<file path="src/rtl/eu_issue_fifo.sv">
// Issue-to-execute buffer for one pipeline way.
// Holds each packed micro-op as a single DATA_W payload in a DEPTH-entry
// first-word-fall-through FIFO with valid/ready on both sides, occupancy
// reporting, an almost-full flag for issue back-pressure and a flush.
//
// Ports:
//   clk           : single clock, all state updates on posedge
//   reset         : synchronous active-high reset (priority over flush)
//   flush_i       : redirect flush, discards every entry and any input beat
//   valid_i       : upstream payload present
//   data_i        : upstream payload
//   ready_o       : FIFO can accept (count != DEPTH)
//   valid_o       : head entry present (count != 0)
//   data_o        : head payload, zero when valid_o is low
//   ready_i       : execution unit consumes the head
//   count_o       : occupancy 0..DEPTH
//   almost_full_o : count >= DEPTH - AF_MARGIN
module eu_issue_fifo #(
  parameter int unsigned DATA_W    = 255,
  parameter int unsigned DEPTH     = 4,
  parameter int unsigned AF_MARGIN = 1
) (
  input  logic                         clk,
  input  logic                         reset,
  input  logic                         flush_i,
  input  logic                         valid_i,
  input  logic [DATA_W-1:0]            data_i,
  output logic                         ready_o,
  output logic                         valid_o,
  output logic [DATA_W-1:0]            data_o,
  input  logic                         ready_i,
  output logic [$clog2(DEPTH+1)-1:0]   count_o,
  output logic                         almost_full_o
);

  localparam int unsigned PTR_W = $clog2(DEPTH);
  localparam int unsigned CNT_W = $clog2(DEPTH + 1);

  localparam logic [CNT_W-1:0] FULL_CNT = CNT_W'(DEPTH);
  localparam logic [CNT_W-1:0] AF_CNT   = CNT_W'(DEPTH - AF_MARGIN);

  // Storage and pointers
  logic [DATA_W-1:0] r_mem [DEPTH];
  logic [PTR_W-1:0]  r_wptr;
  logic [PTR_W-1:0]  r_rptr;
  logic [CNT_W-1:0]  r_cnt;

  // Status flags kept as registers, loaded from the next occupancy so they
  // always equal a decode of the registered count without any path from
  // valid_i / ready_i.
  logic              r_ready;
  logic              r_valid;
  logic              r_af;

  logic              w_push;
  logic              w_pop;
  logic [PTR_W-1:0]  w_wptr_nxt;
  logic [PTR_W-1:0]  w_rptr_nxt;
  logic [CNT_W-1:0]  w_cnt_nxt;

  // Handshake qualification; a flush cycle transfers nothing on either side.
  assign w_push = valid_i & r_ready & ~flush_i;
  assign w_pop  = r_valid & ready_i & ~flush_i;

  // Next pointer / occupancy state
  always_comb begin
    w_wptr_nxt = r_wptr;
    w_rptr_nxt = r_rptr;
    w_cnt_nxt  = r_cnt;
    if (flush_i) begin
      w_wptr_nxt = '0;
      w_rptr_nxt = '0;
      w_cnt_nxt  = '0;
    end else begin
      if (w_push) begin
        w_wptr_nxt = r_wptr + PTR_W'(1);
      end
      if (w_pop) begin
        w_rptr_nxt = r_rptr + PTR_W'(1);
      end
      unique case ({w_push, w_pop})
        2'b10:   w_cnt_nxt = r_cnt + CNT_W'(1);
        2'b01:   w_cnt_nxt = r_cnt - CNT_W'(1);
        default: w_cnt_nxt = r_cnt;
      endcase
    end
  end

  // Control state register
  always_ff @(posedge clk) begin
    if (reset) begin
      r_wptr  <= '0;
      r_rptr  <= '0;
      r_cnt   <= '0;
      r_ready <= 1'b1;
      r_valid <= 1'b0;
      r_af    <= 1'b0;
    end else begin
      r_wptr  <= w_wptr_nxt;
      r_rptr  <= w_rptr_nxt;
      r_cnt   <= w_cnt_nxt;
      r_ready <= (w_cnt_nxt != FULL_CNT);
      r_valid <= (w_cnt_nxt != '0);
      r_af    <= (w_cnt_nxt >= AF_CNT);
    end
  end

  // Payload array; contents are never cleared, only the pointers are.
  always_ff @(posedge clk) begin
    if (w_push && !reset) begin
      r_mem[r_wptr] <= data_i;
    end
  end

  // Head is gated to zero when empty so stale array contents never leak out.
  assign data_o        = r_valid ? r_mem[r_rptr] : '0;
  assign ready_o       = r_ready;
  assign valid_o       = r_valid;
  assign count_o       = r_cnt;
  assign almost_full_o = r_af;

endmodule

</file>
<file path="config.mk">
export PLATFORM = sky130hd
export DESIGN_NAME = eu_issue_fifo
export DESIGN_NICKNAME = d
export VERILOG_FILES = /design/src/rtl/eu_issue_fifo.sv
export SDC_FILE = /design/constraint.sdc
export NUM_CORES = 1
export LEC_CHECK = 0
export ABC_CLOCK_PERIOD_IN_PS = 12400
export CORE_UTILIZATION = 44
export DETAILED_ROUTE_END_ITERATION = 10
export PLACE_DENSITY = 0.66
export SLEW_MARGIN = 15
export SYNTH_ARGS = -nofsm -noshare
export SYNTH_HDL_FRONTEND = slang
export SYNTH_SLANG_ARGS = --single-unit
</file>
<file path="constraint.sdc">
create_clock -name clk -period 12.4 [get_ports clk]
set_clock_uncertainty 0.15 [all_clocks]
set_input_delay 2.48 -clock clk [delete_from_list [all_inputs] [get_ports clk]]
set_output_delay 2.48 -clock clk [all_outputs]
set_load 0.005 [all_outputs]
</file>
==> results.ini, run 1 <==
[timing]
clock.fmax_ghz=0.147
hold_violations=0
slew_headroom_pct=17.8
period_minus_slack_ps=6810
holdWs_ps=393
finalSetupViolations=0
finalCritPeriodShare_pct=54.9
setup_tns_ps=0
worst_pin_slew_ps=1230
slew_violations=0
grt_setup_unrepaired=false

[synthesis]
synth_top_cell_by_area=edfxtp_1
post-synth-top-area-fraction_pct=77.9
synth-edff-count=1020
synthMostInstantiatedCell=edfxtp_1
synth_area_leaders=edfxtp_1 (78%), mux4_2 (15%), and2_1 (4.1%)
synthesis.nets=1937
yosysWarningCount=0
syn_inst=1671
synth-async-reset-ratio_pct=0
postSynthAreaPerCell_um2=23.5
ys_seq_area_share_pct=78.6
synth.distinct_cells=27
netlist_area_um2=39300
synth_ff_type=edfxtp_1
synth-seq-cells=1032
yosys-top-cells-count=edfxtp_1 (1020), and2_1 (256), mux4_2 (255)

[clocking]
numCtsBuffers=107
clock-sinks=1032
clock-root-buffer=clkbuf_16
hold_buffers=0
cts_tree=built
cts_buffer_depth=3
htreeDepth=3
path_clk_slew_ps=60
cts_resized=0
cts_setup_buffers=0
clock_latency_ps=660

[grt]
overflow=0
grt_pass1_vias=19500
antenna_found_initial=22
grt_max_degree=145
grt_pass1_wl_mm=123
grt_use_total_pct=18.1

[die]
rows=109
start_util_pct=44.5
ios=521
die_h_um=301
core_um2=88400
die_x_um=301
die_area_um2=90500

[worst_setup_path]
r2r_cells=4
worstSetupPathType=flip-flop to output pin
cp-start-kind=flip-flop
crit_path_max_fanout=91
cp.required_ps=9770
crit_arrival_ps=4180
worstReg2RegEnd=r_mem[0][203]$_DFFE_PP_
rr_startpoint=ready_o$_SDFF_PP1_
regToRegSetupSlack_ps=8740
endpoint_kind=output pin

[power]
power_density_nw_per_um2=147
peakVddDrop_mv=0.109
leakage_nw=15.1

[min_path]
holdPathStages=2
hold_path.class=flip-flop to flip-flop
min_from=r_rptr[1]$_SDFFE_PP0P_
worstHoldEndpoint=r_rptr[1]$_SDFFE_PP0P_

[job]
drv_cap=0

[drt]
drc_errors=0
ant_nets=0
via_per_inst=5.26
drt-pass1-iter-count=4
wl_per_cell_um=23.7
wl_mm=82.9
drtIter0Drc=1080
vias=18400

[outcome]
status=completed

[cells_and_area]
area_delta_synth_final_pct=24.1
drive_above_1_share_pct=18.1
nNetsFinal=2501
finalCoreUtilization_pct=55.2

[placed_design]
place_congestion=0.750
io_buffers=520
dp_hpwl_mm=48.9

worst max-delay path: stages, from the launching register on:
cell and delay (ps):
dfxtp_4 720, buf_6 670, buf_12 570, mux4_2 650
and2_1 180, clkdlybuf4s50_1 430
routing by layer:
metal / vias to the layer above / share of wire (%) / track usage (%) / routed length, um
met3: 120 / 8.8 / 6.62 / 7300
met4: 38 / 1.4 / 4.17 / 1180
met5: - / 0.29 / 0 / 242
li1: 8037 / - / - / -
met1: 9611 / 40 / 23.3 / 33100
met2: 562 / 50 / 29.5 / 41100
metrics by stage:
| step | cell area [um2] | worst slack [ps] | total power [mW] | instances |
|---|---|---|---|---|
| finish | 48800 | 5590 | 7.15 | 3494 |
| global route | 48800 | 5220 | 7.37 | 3492 |
| CTS | 48800 | 5100 | 7.22 | 3490 |
| detailed placement | 45400 | 5840 | 4.21 | 3291 |
| global placement | 45400 | 5890 | 4.19 | 3291 |
| floorplan | 39300 | 3030 | 4.03 | 1671 |
flip-flops by register name, indices dropped and copies added, names as in the netlist, named ones only:
signal and flops:
valid_o 1, count_o 3, almost_full_o 1, r_wptr 2, r_mem 1020, r_rptr 2
ready_o 1
cells by family (layout without fill, tap and decap cells):
group                      Yosys count  in the layout  share of synthesized area, %
muxes                              257            257                          14.7
DFF                               1032           1032                          78.6
adders and majority gates            6              6                         0.210
buffers and inverters               89            743                          1.98
and+or+nand+nor                    277            277                          4.39
xor gates and xnor gates             4              4                        0.0892
other                                0              4                             0
AOI/OAI and AO/OA                    6              6                         0.111
worst max path at each step:
| stage | from | to | slack (ps) | depth (start not counted) |
|---|---|---|---|---|
| 6_report | flip-flop | data_o[127] | 5590 | 5 |
| 5_1_grt | flip-flop | data_o[127] | 5220 | 5 |
| 4_1_cts | flip-flop | data_o[127] | 5100 | 5 |
| 3_5_place_dp | flush_i | r_mem[0][147]$_DFFE_PP_ | 5840 | 5 |
| 3_3_place_gp | flip-flop | data_o[127] | 5890 | 5 |
| 2_1_floorplan | flush_i | r_mem[0][0]$_DFFE_PP_ | 3030 | 2 |
report_power, final:
part	total [mW]	internal, mW	switching [mW]	leakage (nW)
logic	0.248	0.143	0.105	4.20
clock network	3.02	1.73	1.29	1.61
registers	3.88	3.87	0.0112	9.31
final cells by class:
cell class              instances  area [um2]
well taps                    1165        1460
diodes                          4        10.0
fillers                      6647       39600
clock inverters                65         526
flip-flops and latches       1032       30900
clock buffers                 134        2800
inverters                       3        11.3
repair buffers                541        5420
multi-input cells             550        7670
layout by cell type, fill, tap and decap left out, drive strengths merged:
master         netlist  final
clkdlybuf4s50        0    520
buf                 55     21
mux4               255    255
dfxtp               12     12
fa                   1      1
nor3b                1      1
edfxtp            1020   1020
nand2b               2      2
o211ai               3      3
inv                  3     10
a31oi                1      1
clkbuf              31    134
o2bb2ai              1      1
and2               256    256
nand2                1      1
and3                 5      5
nand3b               2      2
nor2                 7      7
xor2                 2      2
diode                0      4
ha                   5      5
nand4b               1      1
mux2i                2      2
or2                  1      1
bufinv               0      6
or4                  1      1
xnor2                2      2
o22ai                1      1
clkinv               0     49
clkinvlp             0      3
Note: power is estimated with default switching activity, not from simulation.
==> inputs of run 2 (changes only) <==
Settings changed: ABC_CLOCK_PERIOD_IN_PS 12400 to 7000.
Clock period 12.4 ns to 7 ns, I/O delays scaled along.
==> run 2 against run 1 <==
Sequential power is 77% higher. Combinational power grew 79%. Global-route usage fell by 0.10 points. First-iteration DRC count up 6.3%. Worst setup slack got worse by 3500 ps. Largest power group unchanged.
==> results.ini, run 2 (same netlist as run 1, synthesis figures left out) <==
[timing]
clock.fmax_ghz=0.203
slew_violations=0  ; unchanged
period_minus_slack_ps=4930
finalCritPeriodShare_pct=70.4
holdWs_ps=395  ; +2.03 ps
grt_setup_unrepaired=false
finalSetupViolations=0  ; unchanged
setup_tns_ps=0  ; unchanged
slew_headroom_pct=27.2  ; +9.4 points
hold_violations=0  ; unchanged
worst_slack_ps=2070  ; -3520 ps
worst_pin_slew_ps=1090  ; -141 ps

[cells_and_area]
multi_input_area_um2=7670  ; unchanged
fin_area_um2=48800  ; +0.16%
seq_area_um2=30900  ; unchanged
final_cell_mix=edfxtp_1 (1020), clkdlybuf4s50_1 (520), and2_1 (256), mux4_2 (255), clkbuf_16 (106)
area_delta_synth_final_pct=24.3
largest-register=r_mem
layout_commonest_cell=edfxtp_1
largest_reg_flops=1020  ; unchanged
nNetsFinal=2502  ; +0.040%
stdcell_count=3492  ; -0.057%
fill_cells=6632  ; -0.23%
finalCoreUtilization_pct=55.3  ; +0.088 points
drive_above_1_share_pct=18.3  ; +0.23 points

[power]
power_density_nw_per_um2=256  ; +74%
leakage_nw=15.1  ; about the same
peakVddDrop_mv=0.208  ; +91%
power.total_mw=12.5  ; +75%

[worst_setup_path]
cp_cell_sequence=buf_12, mux4_2, and2_1, clkdlybuf4s50_1
cp.required_ps=5450  ; -4320 ps
crit_arrival_ps=3380  ; -800 ps
endpoint_kind=output pin
cp-start-kind=flip-flop
path_depth=4  ; -1
path_buf_inv=2  ; -1
crit_path_max_fanout=68  ; -25%
worstSetupPathType=flip-flop to output pin
cpPeakStageDelay_ps=880  ; +160 ps
cp_slowest_cell=dfxtp_4
crit_family=buffers and inverters
r2r_cells=3  ; -1

[drt]
drt-pass1-iter-count=7  ; +3
ant_nets=0  ; unchanged
drc_errors=0  ; unchanged
wl_per_cell_um=23.6  ; -0.46%
wl_mm=82.5  ; -0.52%
via_per_inst=5.26  ; about the same
vias=18400  ; +0.033%
drtIter0Drc=1148  ; +6.3%

[placed_design]
placed_area_um2=45600  ; +0.39%
dp_slack_ps=2490  ; -3360 ps
dp_hpwl_mm=49.4  ; +1.0%
dp_cells=3295  ; +0.12%
io_buffers=520  ; unchanged
place_congestion=0.739  ; -1.4%

[grt]
overflow=0  ; unchanged
grt_pass1_wl_mm=122  ; -0.89%
grt_use_total_pct=18.0  ; -0.10 points
grt_max_degree=133  ; -8.3%
antenna_found_initial=23  ; +4.5%
grt_pass1_vias=19600  ; +0.35%

[clocking]
numCtsBuffers=104  ; -2.8%
hold_buffers=0  ; unchanged
cts_buffer_depth=3  ; unchanged
htreeDepth=3  ; unchanged
clock-sinks=1032  ; unchanged
cts_tree=built
cts_resized=0  ; unchanged
path_clk_slew_ps=60  ; about the same
clock_latency_ps=650  ; about the same
cts_setup_buffers=0  ; unchanged
clock-root-buffer=clkbuf_16

[die]
die_area_um2=90500  ; unchanged
die_h_um=301  ; unchanged
core_um2=88400  ; unchanged
die_x_um=301  ; unchanged
rows=109  ; unchanged
ios=521  ; unchanged
start_util_pct=44.5  ; unchanged

[job]
drv_cap=0  ; unchanged

[min_path]
holdPathStages=2  ; unchanged
hold_path.class=flip-flop to flip-flop

[outcome]
status=completed

## run 2: changes by cell type in the layout (fill, tap and decap cells not counted), moves of 3 or more
cell and delta:
buf_12 +10, clkinv_1 -9, buf_4 -6, diode_2 +5, clkinv_2 +4, clkinv_16 +3
inv_16 -3
## run 2: power by group
part	internal (mW)	leakage (nW)	switching, mW
sequential	6.86	9.31	0.0179
clock	2.93	1.55	2.24
combinational	0.257	4.26	0.188
total	10.0	15.1	2.44
## run 2: worst min-delay path: stages, from the launching register on
cell and delay, ps:
dfxtp_1 320, xor2_1 60, nor2_1 120
## run 2: worst paths after layout
check / start / to / slack (ps)
worst max-delay path: flip-flop / data_o[117] / 2070
worst min register to register: r_rptr[1]$_SDFFE_PP0P_ / r_rptr[1]$_SDFFE_PP0P_ / 390
worst min-delay path: r_rptr[1]$_SDFFE_PP0P_ / r_rptr[1]$_SDFFE_PP0P_ / 390
worst max register to register: ready_o$_SDFF_PP1_ / r_mem[2][75]$_DFFE_PP_ / 4310
## run 2: area by class of cell
class / instances / area share [%]
antenna: 9 / 0.0461
timing repair buffer: 545 / 11.4
tap: 1165 / 2.98
sequential: 1032 / 63.2
multi-input combinational: 550 / 15.7
clock buffer: 130 / 5.61
clock inverter: 58 / 0.976
inverter: 3 / 0.0231
## run 2: per-layer routing
metal | vias to the layer above | share of wire (%) | GRT usage, %
met5 | - | 0.23 | 0
met4 | 32 | 2.4 | 5.99
met3 | 157 | 7.3 | 4.62
met2 | 585 | 50 | 29.7
met1 | 9575 | 40 | 23.4
li1 | 8025 | - | -
